**config.mk**
```make
export PLATFORM = sky130hd
export DESIGN_NAME = mdr_hs
export DESIGN_NICKNAME = d
export VERILOG_FILES = /design/src/rtl/mdr_hs.sv
export SDC_FILE = /design/constraint.sdc
export NUM_CORES = 1
export LEC_CHECK = 0
export CAP_MARGIN = 10
export CORE_MARGIN = 5
export CORE_UTILIZATION = 40
export DETAILED_ROUTE_END_ITERATION = 12
export PLACE_DENSITY = 0.91
export REMOVE_ABC_BUFFERS = 1
export SYNTH_ARGS = -nofsm -noshare
export SYNTH_HDL_FRONTEND = slang
export SYNTH_SLANG_ARGS = --single-unit
```
**constraint.sdc**
```tcl
create_clock -name clk -period 1.7 [get_ports clk]
set_input_delay 0.17 -clock clk [delete_from_list [all_inputs] [get_ports clk]]
set_output_delay 0.17 -clock clk [all_outputs]
set_load 0.05 [all_outputs]
```
**src/rtl/mdr_hs.sv**
```systemverilog
// Memory data/address register pair with a req/ack handshake toward variable-latency memory.
// Optional REQ-phase timeout abort with sticky err flag is enabled by defining MDR_TIMEOUT_EN.
module mdr_hs #(
    parameter int DATA_WIDTH     = 8,
    parameter int ADDR_WIDTH     = 8,
    parameter int TIMEOUT_CYCLES = 15
) (
    input  logic                  clk,
    input  logic                  rst,
    input  logic                  rd_start,
    input  logic                  wr_start,
    input  logic [ADDR_WIDTH-1:0] addr_in,
    input  logic [DATA_WIDTH-1:0] bus_alu,
    input  logic                  mdr_alu_n,
    input  logic                  err_clr,
    output logic [DATA_WIDTH-1:0] bus_c,
    output logic                  mem_req,
    output logic                  mem_we,
    output logic [ADDR_WIDTH-1:0] mem_addr,
    output logic [DATA_WIDTH-1:0] bus_data_out,
    input  logic [DATA_WIDTH-1:0] mem_rdata,
    input  logic                  mem_ack,
    output logic                  busy,
    output logic                  done,
    output logic                  err
);

    typedef enum logic [1:0] {
        IDLE = 2'd0,
        REQ  = 2'd1,
        DONE = 2'd2
    } state_t;

    state_t                state, state_nx;
    logic [ADDR_WIDTH-1:0] mar_q, mar_nx;
    logic [DATA_WIDTH-1:0] wdata_q, wdata_nx;
    logic [DATA_WIDTH-1:0] rdata_q, rdata_nx;
    logic                  req_nx, we_nx, done_nx;

`ifdef MDR_TIMEOUT_EN
    logic [7:0] cnt_q, cnt_nx;
    logic       err_q, err_nx;
`endif

    always_comb begin
        state_nx = state;
        mar_nx   = mar_q;
        wdata_nx = wdata_q;
        rdata_nx = rdata_q;
        req_nx   = mem_req;
        we_nx    = mem_we;
        done_nx  = 1'b0;
`ifdef MDR_TIMEOUT_EN
        cnt_nx   = cnt_q;
        // A clear is overridden below by a timeout in the same cycle.
        err_nx   = err_clr ? 1'b0 : err_q;
`endif
        case (state)
            IDLE: begin
                if (rd_start) begin
                    mar_nx   = addr_in;
                    we_nx    = 1'b0;
                    req_nx   = 1'b1;
                    state_nx = REQ;
`ifdef MDR_TIMEOUT_EN
                    cnt_nx   = '0;
`endif
                end else if (wr_start) begin
                    mar_nx   = addr_in;
                    wdata_nx = bus_alu;
                    we_nx    = 1'b1;
                    req_nx   = 1'b1;
                    state_nx = REQ;
`ifdef MDR_TIMEOUT_EN
                    cnt_nx   = '0;
`endif
                end
            end
            REQ: begin
                if (mem_ack) begin
                    if (!mem_we) begin
                        rdata_nx = mem_rdata;
                    end
                    req_nx   = 1'b0;
                    done_nx  = 1'b1;
                    state_nx = DONE;
                end
`ifdef MDR_TIMEOUT_EN
                else if (cnt_q == 8'(TIMEOUT_CYCLES - 1)) begin
                    req_nx   = 1'b0;
                    done_nx  = 1'b1;
                    err_nx   = 1'b1;
                    state_nx = DONE;
                end else begin
                    cnt_nx = cnt_q + 8'd1;
                end
`endif
            end
            DONE: begin
                state_nx = IDLE;
            end
            default: begin
                state_nx = IDLE;
            end
        endcase
    end

    always_ff @(posedge clk or posedge rst) begin
        if (rst) begin
            state        <= IDLE;
            mar_q        <= '0;
            wdata_q      <= '0;
            rdata_q      <= '0;
            mem_req      <= 1'b0;
            mem_we       <= 1'b0;
            done         <= 1'b0;
        end else begin
            state        <= state_nx;
            mar_q        <= mar_nx;
            wdata_q      <= wdata_nx;
            rdata_q      <= rdata_nx;
            mem_req      <= req_nx;
            mem_we       <= we_nx;
            done         <= done_nx;
        end
    end

`ifdef MDR_TIMEOUT_EN
    always_ff @(posedge clk or posedge rst) begin
        if (rst) begin
            cnt_q <= '0;
            err_q <= 1'b0;
        end else begin
            cnt_q <= cnt_nx;
            err_q <= err_nx;
        end
    end

    assign err = err_q;
`else
    logic unused_cfg;
    assign unused_cfg = err_clr | (TIMEOUT_CYCLES == 0);
    assign err        = 1'b0;
`endif

    assign busy         = (state != IDLE);
    assign bus_c        = mdr_alu_n ? rdata_q : bus_alu;
    assign mem_addr     = mar_q;
    assign bus_data_out = wdata_q;

endmodule

```
==> results of run 1 <==
placed cells by master, fill, tap and decap left out:
cell                              netlist  layout
sky130_fd_sc_hd__mux2_2                24      24
sky130_fd_sc_hd__nand2b_1               1       1
sky130_fd_sc_hd__conb_1                 1       1
sky130_fd_sc_hd__clkbuf_4               0       5
sky130_fd_sc_hd__nor2b_4                1       1
sky130_fd_sc_hd__a21oi_1                2       2
sky130_fd_sc_hd__and3b_1                2       2
sky130_fd_sc_hd__clkdlybuf4s50_1        0      30
sky130_fd_sc_hd__a211o_1                1       1
sky130_fd_sc_hd__nor3_1                 1       1
sky130_fd_sc_hd__inv_1                  2       2
sky130_fd_sc_hd__clkinv_2               0       2
sky130_fd_sc_hd__clkbuf_1               1       1
sky130_fd_sc_hd__mux2_4                 8       8
sky130_fd_sc_hd__buf_4                  1      15
sky130_fd_sc_hd__dfrtp_1               29      29
sky130_fd_sc_hd__and2b_1                1       1
sky130_fd_sc_hd__nor2_1                 1       1
sky130_fd_sc_hd__nor4b_4                1       1
sky130_fd_sc_hd__dlymetal6s2s_1         0      16
sky130_fd_sc_hd__o21a_1                 1       1
sky130_fd_sc_hd__a211oi_1               1       1
layer usage:
| layer | vias to the layer above | global-route usage |
|---|---|---|
| met5 | - | 0 |
| met4 | 0 | 0.0609 |
| met3 | 5 | 0.0493 |
| met2 | 29 | 0.276 |
| met1 | 450 | 0.159 |
| li1 | 409 | - |
where the power goes:
group          leakage, nW  internal [mW]  switching, mW
sequential           0.342           1.01          0.188
combinational        0.614          0.885           1.36
clock               0.0320          0.157          0.238
total                0.988           2.06           1.78
area by class of cell:
class,instances,area (sq um)
clock inverter,2,10.0
tap,44,55.1
inverter,2,7.51
sequential,29,726
clock buffer,6,41.3
fill,266,1090
multi-input combinational,46,505
timing repair buffer,61,613
sequential cells by signal (all words and copies together), names as in the netlist:
signal,cells
state,2
bus_data_out,8
mem_addr,8
rdata_q,8
mem_we,1
done,1
mem_req,1
how the worst max path moves through the flow:
stage,startpoint,to,cells after the start
3_5_place_dp,rd_start,mem_addr[4],3
5_1_grt,mem_addr[4],mem_addr[4],1
6_report,mem_addr[4],mem_addr[4],1
4_1_cts,bus_data_out[6],bus_data_out[6],1
2_1_floorplan,state[0],mem_addr[0],3
3_3_place_gp,rd_start,mem_addr[7],3
worst register-to-register path, delay by kind of cell (launching register included):
family,cells,cell delay [ns]
flops,1,0.47
mux,1,0.39
simple gates,1,0.18
compound gates,1,0.38
per-stage QoR:
step / cell area [sq um] / setup WS, ns
2_1_floorplan: 1240 / 0.268
3_3_place_gp: 1870 / 0.0543
3_5_place_dp: 1870 / 0.0119
4_1_cts: 1920 / 0.00329
5_1_grt: 1960 / 0.0200
6_report: 1960 / 0.0647
kinds of logic after synthesis:
| group | share of synthesized area |
|---|---|
| DFF | 0.573 |
| and+or+nand+nor | 0.0613 |
| buffers and inverters | 0.0277 |
| AOI/OAI and AO/OA | 0.0267 |
| other | 0.00296 |
| muxes | 0.308 |
==> impl_results.md, run 1 <==
- Routability Congestion: 0.786
- Detailed-routed wire length on met3: 175 um
- Path type of the worst min-delay path: input pin to async pin
- Buffers on Ports: 57
- Post-CTS Hold Buffers: 0
- Minimum period implied by the final worst setup slack: 1.64 ns
- CTS H-tree lvls: 2
- CTS Buf Count: 5
- Ranking of synthesized cells by instance count: sky130_fd_sc_hd__dfrtp_1, sky130_fd_sc_hd__mux2_2, sky130_fd_sc_hd__mux2_4
- Total design power: 3.84 mW
- Wirelength, routed: 3.04 mm
- Cell family with most CP delay: buffers and inverters
- Top-area cell type share of the netlist area: 0.573
- Crit end category: output port
- Post-detailed-placement half-perimeter wirelength: 2.29 mm
- Result of the run: complete, no violations
- Final routed wire length divided by cell count: 16.0 um
- # placed instances: 182
- Buffer type at the clock tree root: sky130_fd_sc_hd__clkbuf_4
- FF-to-FF path depth: 3
- Core area: 0.00305 sq mm
- Final design utilization: 0.641
- Count of boundary I/O pins: 60
- Reg-to-Reg Start: state[0]
- TritonCTS Sinks: 29
- Seq/Total Area, Yosys: 0.573
- Post-route non-filler standard cell count: 190
- Asr flop ratio synth: 1.00
- Area of the die: 0.00439 sq mm
- Post-cts sizing count: 0
- Remaining routing DRC violations: 0
- Slack of the worst reg-to-reg path: between 0.15 and 0.2 ns
- Die Width: 66.3 um
- Cells along the critical path: clkdlybuf4s50_1
- Via count of the first global-routing pass: 990
- Fmax achieved: 611 MHz
- Count of max-cap constraint violations: 0
- Share of cells above drive strength 1: 0.384
- Crit path DAT: 1.47 ns
- Maximum number of pins on one net before global-route repair: 30
- Drt pass-1 iters: 4
- Initial antenna violation count: 0
- Critical register-to-register path endpoint: mem_addr[4]
- Setup-violating endpoint count in the final report: 0
- Per-instance average area after synthesis: between 15 and 20 sq um
- Final Hold Viols: 0
- Top layer reached by signal wires: met4
- Stage delay of the slowest cell on the critical path: 0.80 ns
- Critical path buffers and inverters: 1
- Floorplan row count: 20
- Residual overflow from global routing: 0
- Number of synthesized register bits: 29
- Worst-margin pin slew: 0.530 ns
- Top fanout value on the critical path: 2
- TritonCTS clock tree: built
- Cell Pwr Density: 1960 mW/mm^2
- Total Negative Setup Slacks: 0 ns
- Unrepaired setup endpoints after global routing: false
- Met2 wire length: around 1.7 mm
- Area added between synthesis and finish: 54.6%
- Insertion delay of the later-clocked pin in the worst-skew pair: 0.32 ns
- Starting Density: 0.415
- Synth top area cells: sky130_fd_sc_hd__dfrtp_1, sky130_fd_sc_hd__mux2_2, sky130_fd_sc_hd__mux2_4
- First-pass GRT wire length: about 4.8 mm
- Post-synth top flop: sky130_fd_sc_hd__dfrtp_1
- Required time at the endpoint of the critical path: 1.53 ns
- Total routing usage reported by global routing: 0.152
- Maximum buffer depth of the clock tree: 2
- Die height: 66.3 um
- Via-to-Cell Ratio: around 4.7
- Number of buffers inserted by post-CTS setup repair: 0
- Hold Worst Slack: 0.212 ns
- Most frequent cell after synthesis: sky130_fd_sc_hd__dfrtp_1
- Startpoint type of the worst setup path: flip-flop
- Number of antenna repair diodes: 0
- Met1 layer wirelength in the final routing: 1.12 mm
- Count of flip-flops with a built-in enable after synthesis: 0
- Cell taking the most area after synthesis: sky130_fd_sc_hd__dfrtp_1
- Post-Route Skew: 0.00737 ns
- Total number of vias: between 800 and 900
- Setup Crit Path Kind: flip-flop to output port
- Clock transition at path regs: 0.09 ns
- Warnings, synthesis: 0
- Slowest CP cell: sky130_fd_sc_hd__clkdlybuf4s50_1
- Leakage power of the design: 0.988 nW
- Count of final max-slew check failures: 0
- Library cells used by synthesis: 20
- Synthesized cell area: 0.00127 sq mm
- Final Cycle Share: 0.962
- Iteration-0 DRC count of the detailed router: 30
- Worst slew margin relative to its limit: 0.646
- Layout net count: 176
- Mapped Cells: just over 80
- Remaining antenna violation count after routing: 0
- Maximum vdd drop: between 1 and 1.5 mV
No activity file was read; power rests on OpenSTA's default activity.
==> inputs of run 2 (changes only) <==
--- a/config.mk
+++ b/config.mk
@@ -5,7 +5,7 @@
 export SDC_FILE = /design/constraint.sdc
 export NUM_CORES = 1
 export LEC_CHECK = 0
-export CAP_MARGIN = 10
+export CAP_MARGIN = 5
 export CORE_MARGIN = 5
 export CORE_UTILIZATION = 40
 export DETAILED_ROUTE_END_ITERATION = 12
==> results of run 2 <==
Same layout as run 1: the final DEF is identical, and so are final timing and power.
